File: config.mk
export PLATFORM = sky130hd
export DESIGN_NAME = ascon_in_fifo
export DESIGN_NICKNAME = d
export VERILOG_FILES = /design/src/rtl/ascon_in_fifo_pkg.sv /design/src/rtl/ascon_in_fifo_word_packer.sv /design/src/rtl/ascon_in_fifo.sv
export SDC_FILE = /design/constraint.sdc
export NUM_CORES = 1
export LEC_CHECK = 0
export CAP_MARGIN = 25
export CORE_MARGIN = 3
export CORE_UTILIZATION = 40
export CTS_CLUSTER_DIAMETER = 120
export DETAILED_ROUTE_END_ITERATION = 10
export HOLD_SLACK_MARGIN = 0.15
export PLACE_DENSITY = 0.68
export SLEW_MARGIN = 20
export SYNTH_ARGS = -nofsm -noshare
export SYNTH_HDL_FRONTEND = slang
export SYNTH_SLANG_ARGS = --single-unit
File: constraint.sdc
create_clock -name clk_i -period 7.6 [get_ports clk_i]
set_input_delay 2.28 -clock clk_i [delete_from_list [all_inputs] [get_ports clk_i]]
set_output_delay 2.28 -clock clk_i [all_outputs]
set_load 0.01 [all_outputs]
File: src/rtl/ascon_in_fifo_pkg.sv
//==============================================================================
// Package : ascon_pack
// Brief   : Bus/block widths and big-endian beat packing for the Ascon input FIFOs.
// Rev     : 1.0
//==============================================================================
`default_nettype none

package ascon_pack;

  localparam int BusWidth   = 32;
  localparam int BlockWidth = 64;

  // Ascon is big-endian: the first beat on the bus lands in the upper half.
  function automatic logic [BlockWidth-1:0] pack_be(input logic [BusWidth-1:0] hi,
                                                    input logic [BusWidth-1:0] lo);
    return {hi, lo};
  endfunction

endpackage

`default_nettype wire

File: src/rtl/ascon_in_fifo_word_packer.sv
//==============================================================================
// Module  : word_packer
// Brief   : Pairs 32-bit beats into 64-bit blocks; holds the first beat until its pair.
// Rev     : 1.0
//==============================================================================
`default_nettype none

module word_packer
  import ascon_pack::*;
(
  input  logic                  clk_i,
  input  logic                  rst_n_i,
  input  logic [BusWidth-1:0]   beat,
  input  logic                  accept,
  input  logic                  flush,
  output logic                  blk_valid,
  output logic [BlockWidth-1:0] blk,
  output logic                  half
);

  logic [BusWidth-1:0] r_hold;
  logic                r_half;

  always_ff @(posedge clk_i or negedge rst_n_i) begin
    if (!rst_n_i) begin
      r_hold <= '0;
      r_half <= 1'b0;
    end else if (flush) begin
      r_half <= 1'b0;
    end else if (accept) begin
      if (!r_half) begin
        r_hold <= beat;
      end
      r_half <= ~r_half;
    end
  end

  // A completed block is written in the same edge that accepts the second beat.
  assign blk_valid = accept & r_half & ~flush;
  assign blk       = pack_be(r_hold, beat);
  assign half      = r_half;

endmodule

`default_nettype wire

File: src/rtl/ascon_in_fifo.sv
//==============================================================================
// Module  : ascon_in_fifo
// Brief   : Beat-packing FWFT input FIFO feeding the Ascon core's AD or PT port.
// Rev     : 1.0
//==============================================================================
`default_nettype none

module ascon_in_fifo
  import ascon_pack::*;
#(
  parameter int Depth     = 16,
  parameter int AddrWidth = $clog2(Depth)
) (
  input  logic                  clk_i,
  input  logic                  rst_n_i,
  input  logic [BusWidth-1:0]   wdata_i,
  input  logic                  wvalid_i,
  output logic                  wready_o,
  output logic                  half_o,
  input  logic                  flush_i,
  input  logic                  pop_i,
  output logic [BlockWidth-1:0] data_o,
  output logic                  empty_o,
  output logic                  full_o,
  output logic [AddrWidth:0]    level_o
);

  localparam logic [AddrWidth:0] c_full_level = (AddrWidth+1)'(Depth);

  logic [BlockWidth-1:0] r_mem [Depth];
  logic [AddrWidth-1:0]  r_wr_ptr;
  logic [AddrWidth-1:0]  r_rd_ptr;
  logic [AddrWidth:0]    r_level;

  logic                  w_full;
  logic                  w_empty;
  logic                  w_accept;
  logic                  w_pop;
  logic                  w_blk_valid;
  logic [BlockWidth-1:0] w_blk;

  assign w_full   = (r_level == c_full_level);
  assign w_empty  = (r_level == '0);
  // Both beats stall while full, so a completed pair always has a free slot.
  assign w_accept = wvalid_i & ~w_full;
  assign w_pop    = pop_i & ~w_empty;

  word_packer u_packer (
    .clk_i     (clk_i),
    .rst_n_i   (rst_n_i),
    .beat      (wdata_i),
    .accept    (w_accept),
    .flush     (flush_i),
    .blk_valid (w_blk_valid),
    .blk       (w_blk),
    .half      (half_o)
  );

  always_ff @(posedge clk_i or negedge rst_n_i) begin
    if (!rst_n_i) begin
      r_wr_ptr <= '0;
      r_rd_ptr <= '0;
      r_level  <= '0;
    end else if (flush_i) begin
      r_wr_ptr <= '0;
      r_rd_ptr <= '0;
      r_level  <= '0;
    end else begin
      if (w_blk_valid) begin
        r_wr_ptr <= r_wr_ptr + 1'b1;
      end
      if (w_pop) begin
        r_rd_ptr <= r_rd_ptr + 1'b1;
      end
      case ({w_blk_valid, w_pop})
        2'b10:   r_level <= r_level + 1'b1;
        2'b01:   r_level <= r_level - 1'b1;
        default: r_level <= r_level;
      endcase
    end
  end

  // Storage carries no reset; validity is tracked entirely by the level counter.
  always_ff @(posedge clk_i) begin
    if (w_blk_valid) begin
      r_mem[r_wr_ptr] <= w_blk;
    end
  end

  assign data_o   = w_empty ? '0 : r_mem[r_rd_ptr];
  assign wready_o = ~w_full;
  assign empty_o  = w_empty;
  assign full_o   = w_full;
  assign level_o  = r_level;

endmodule

`default_nettype wire

==> out/qor.yml <==
run_status:
  status: "complete, no violations"
clocking:
  postCtsHoldBufs: 0
  cts_tree: "done"
  htreeDepth: 3
  clkTransAtPathRegs_ns: 0.06
  cts-resized-gates: 0
  clkLatencyLatePin_ns: 0.67
  cts_root_buf: "clkbuf_16"
  post_cts_buffers: 0
  clk_path_buf_depth: 3
  cts_buffers: 103
  cts_num_sinks: 1070
floorplanning:
  initial_core_util_pct: 40.60
  floorplan.rows: 116
  die_w_um: 326.0
  io_pins: 110
  core-area_um2: 100900
  die_area_um2: 106300
  die_h_um: 326.0
route:
  drt-vias-per-instance: 5.613
  ant_nets: 0
  drc: 0
  routed_wirelength_um: 93160
  drt_iter0_markers: 1912
  dr.pass1.iters: 6
  dr_total_vias: 18500
  wl_per_cell_um: 28.27
finish:
  drive_gt1_share_pct: 28.81
  final_cells: 3296
  fin_nets: 1897
  area_growth_pct: 15.75
  fillers: 8003
  postLayoutCoreUtil_pct: 47.00
placement:
  dp_hpwl_um: 49890
  routabilityCongestion: 0.7404
  place_inst: 3105
  io_buffers: 109
worst_setup_path:
  rr_startpoint: "level_o[1]$_DFFE_PN0P_"
  cp-end-kind: "output port"
  r2r_setup_slack_ns: 4.61
  critPathRequiredTime_ns: 5.32
  path_class: "reg -> out"
  reg2regPathDepth: 6
  critical_path.startpoint_type: "flip-flop"
  critPathMaxFanout: 54
  worst_ep_arrival_time_ns: 3.95
  r2r-end: "r_mem[10][57]$_DFFE_PP_"
timing:
  setup_tns_ns: 0
  period_share_pct: 81.98
  finalSetupViolCount: 0
  slew_headroom_pct: 30.69
  period_needed_ns: 6.231
  fin_worst_skew_ns: 0.02310
  rsz0062_at_grt: "false"
  max_freq_mhz: 160.5
  tightest_slew_ns: 1.037
  drv_slew: 0
  finalHoldViolCount: 0
power_and_ir_drop:
  vdd_drop_max_mv: 0.2511
  pwr_density_cell_nw_per_um2: 325.9
  p_leak_nw: 14.34
  p_total_mw: 15.45
yosys:
  synthDistinctLibCells: 39
  postSynthCellCount: 1679
  ys.flop_type: "edfxtp_1"
  syn-mean-instance-area_um2: 24.39
  synth_seq_cells: 1070
  async_flop_share_pct: 4.299
  synth_nets: 1723
  syn-cell-area_um2: 40960
  synth_edf_count: 1024
  yosysSeqAreaShare_pct: 77.89
  yosysWarnings: 0
worst_hold_path:
  hold_start: "r_wr_ptr[3]$_DFFE_PN0P_"
  hold_path.class: "reg -> reg"
  holdPathStages: 2
  hold_end: "r_wr_ptr[3]$_DFFE_PN0P_"
global_route:
  grt_pass1_vias: 19320
  grt_pass1_wl_um: 135500
  grt_overflow: 0
  grt_usage_pct: 17.50
  grt_max_degree: 81
  antenna_found_initial: 14
run:
  cap_violations: 0
## cells by family after synthesis
kind of cell / share of synthesized area (%)
AO/OA/AOI/OAI: 0.2780
XOR/XNOR: 0.1894
adder cells (fa/ha/maj): 0.2138
buffers and inverters: 1.176
flip-flops: 77.89
multiplexers: 18.53
AND/OR/NAND/NOR: 1.726
## placed cells by master (no fill, tap or decap), types with 5 or more instances in the layout
cell type           n
nor2_1             18
mux2_2             12
bufinv_16          11
ha_1                7
inv_1               5
nand2_1            13
nor2b_1            64
clkbuf_8            8
a21oi_1             6
clkbuf_16         104
nor2_4             17
clkinv_2           20
dfrtp_1            42
mux4_2            320
clkdlybuf4s50_1   108
clkinv_1           19
buf_4              29
xor2_1              5
clkbuf_1           18
edfxtp_1         1024
mux2_1             21
buf_12             19
## worst max-delay path by stage
stage                                       start                      to  slack, ns  cells past startpoint
after floorplan                          wvalid_i  r_mem[15][0]$_DFFE_PP_       1.33                      5
after global placement    r_rd_ptr[0]$_DFFE_PN0P_              data_o[33]       2.00                      5
after detailed placement  r_rd_ptr[0]$_DFFE_PN0P_              data_o[33]       2.00                      5
after CTS                 r_rd_ptr[0]$_DFFE_PN0P_              data_o[40]       1.26                      5
after global routing      r_rd_ptr[0]$_DFFE_PN0P_              data_o[40]       1.15                      5
final                     r_rd_ptr[0]$_DFFE_PN0P_              data_o[40]       1.37                      5
## metal layers
metal | up-vias | track usage (%) | routed length, um
met5 | - | 0 | 96
met4 | 12 | 5.077 | 1934
met3 | 139 | 3.493 | 6875
met2 | 752 | 28.92 | 46960
met1 | 10080 | 23.70 | 37300
li1 | 7519 | - | -
## cell usage after synthesis (2+ instances only)
| master | n | share of area (%) |
|---|---|---|
| dfrtp_1 | 46 | 2.8 |
| buf_6 | 5 | 0.14 |
| nand2_1 | 13 | 0.12 |
| clkbuf_1 | 46 | 0.42 |
| nor2b_1 | 64 | 0.98 |
| o21ai_1 | 2 | 0.024 |
| mux4_2 | 320 | 18 |
| xnor2_1 | 2 | 0.043 |
| a21oi_1 | 6 | 0.073 |
| mux2_2 | 12 | 0.33 |
| mux2_1 | 21 | 0.58 |
| buf_2 | 16 | 0.20 |
| a311oi_1 | 2 | 0.043 |
| xor2_1 | 5 | 0.11 |
| buf_4 | 20 | 0.37 |
| or3_1 | 4 | 0.061 |
| nor4_1 | 4 | 0.061 |
| inv_1 | 5 | 0.046 |
| ha_1 | 7 | 0.21 |
| o21ai_0 | 2 | 0.024 |
| nor2_1 | 35 | 0.32 |
| edfxtp_1 | 1024 | 75 |
| nor3_1 | 2 | 0.024 |
## cell type report
type | count | area [um2] | area share (%)
repair buffers | 157 | 1684 | 3.552
multi-input cells | 516 | 8702 | 18.36
flip-flops and latches | 1070 | 31920 | 67.32
clock inverters | 59 | 605.6 | 1.277
well taps | 1357 | 1698 | 3.581
clock buffers | 130 | 2780 | 5.864
diodes | 2 | 5.005 | 0.01056
inverters | 5 | 18.77 | 0.03959
## critical path: stages (launching register included)
cell	delay, ns
dfrtp_4	0.95
buf_12	0.46
mux4_2	0.58
mux4_2	0.55
nor2b_1	0.18
clkdlybuf4s50_1	0.50
## registers in the layout (all words and copies together), names as in the netlist
signal,cells
r_rd_ptr,4
r_wr_ptr,4
u_packer.r_hold,32
r_mem,1024
u_packer.half,1
level_o,5
## metrics by stage
| stage | setup slack [ns] | hold WS [ns] | instance area, um2 |
|---|---|---|---|
| final | 1.369 | 0.6078 | 47410 |
| after global routing | 1.153 | 0.6372 | 47410 |
| after CTS | 1.263 | 0.6075 | 47400 |
| after detailed placement | 1.997 | 0.5900 | 44020 |
| after global placement | 2.004 | 0.5854 | 44020 |
| after floorplan | 1.332 | 0.5582 | 40960 |
## power by group
part | total (mW) | internal [mW] | switching [mW]
registers | 7.44 | 6.92 | 0.519
clock network | 5.08 | 2.96 | 2.12
logic | 2.93 | 1.61 | 1.31
No activity file was read; power rests on OpenSTA's default activity.
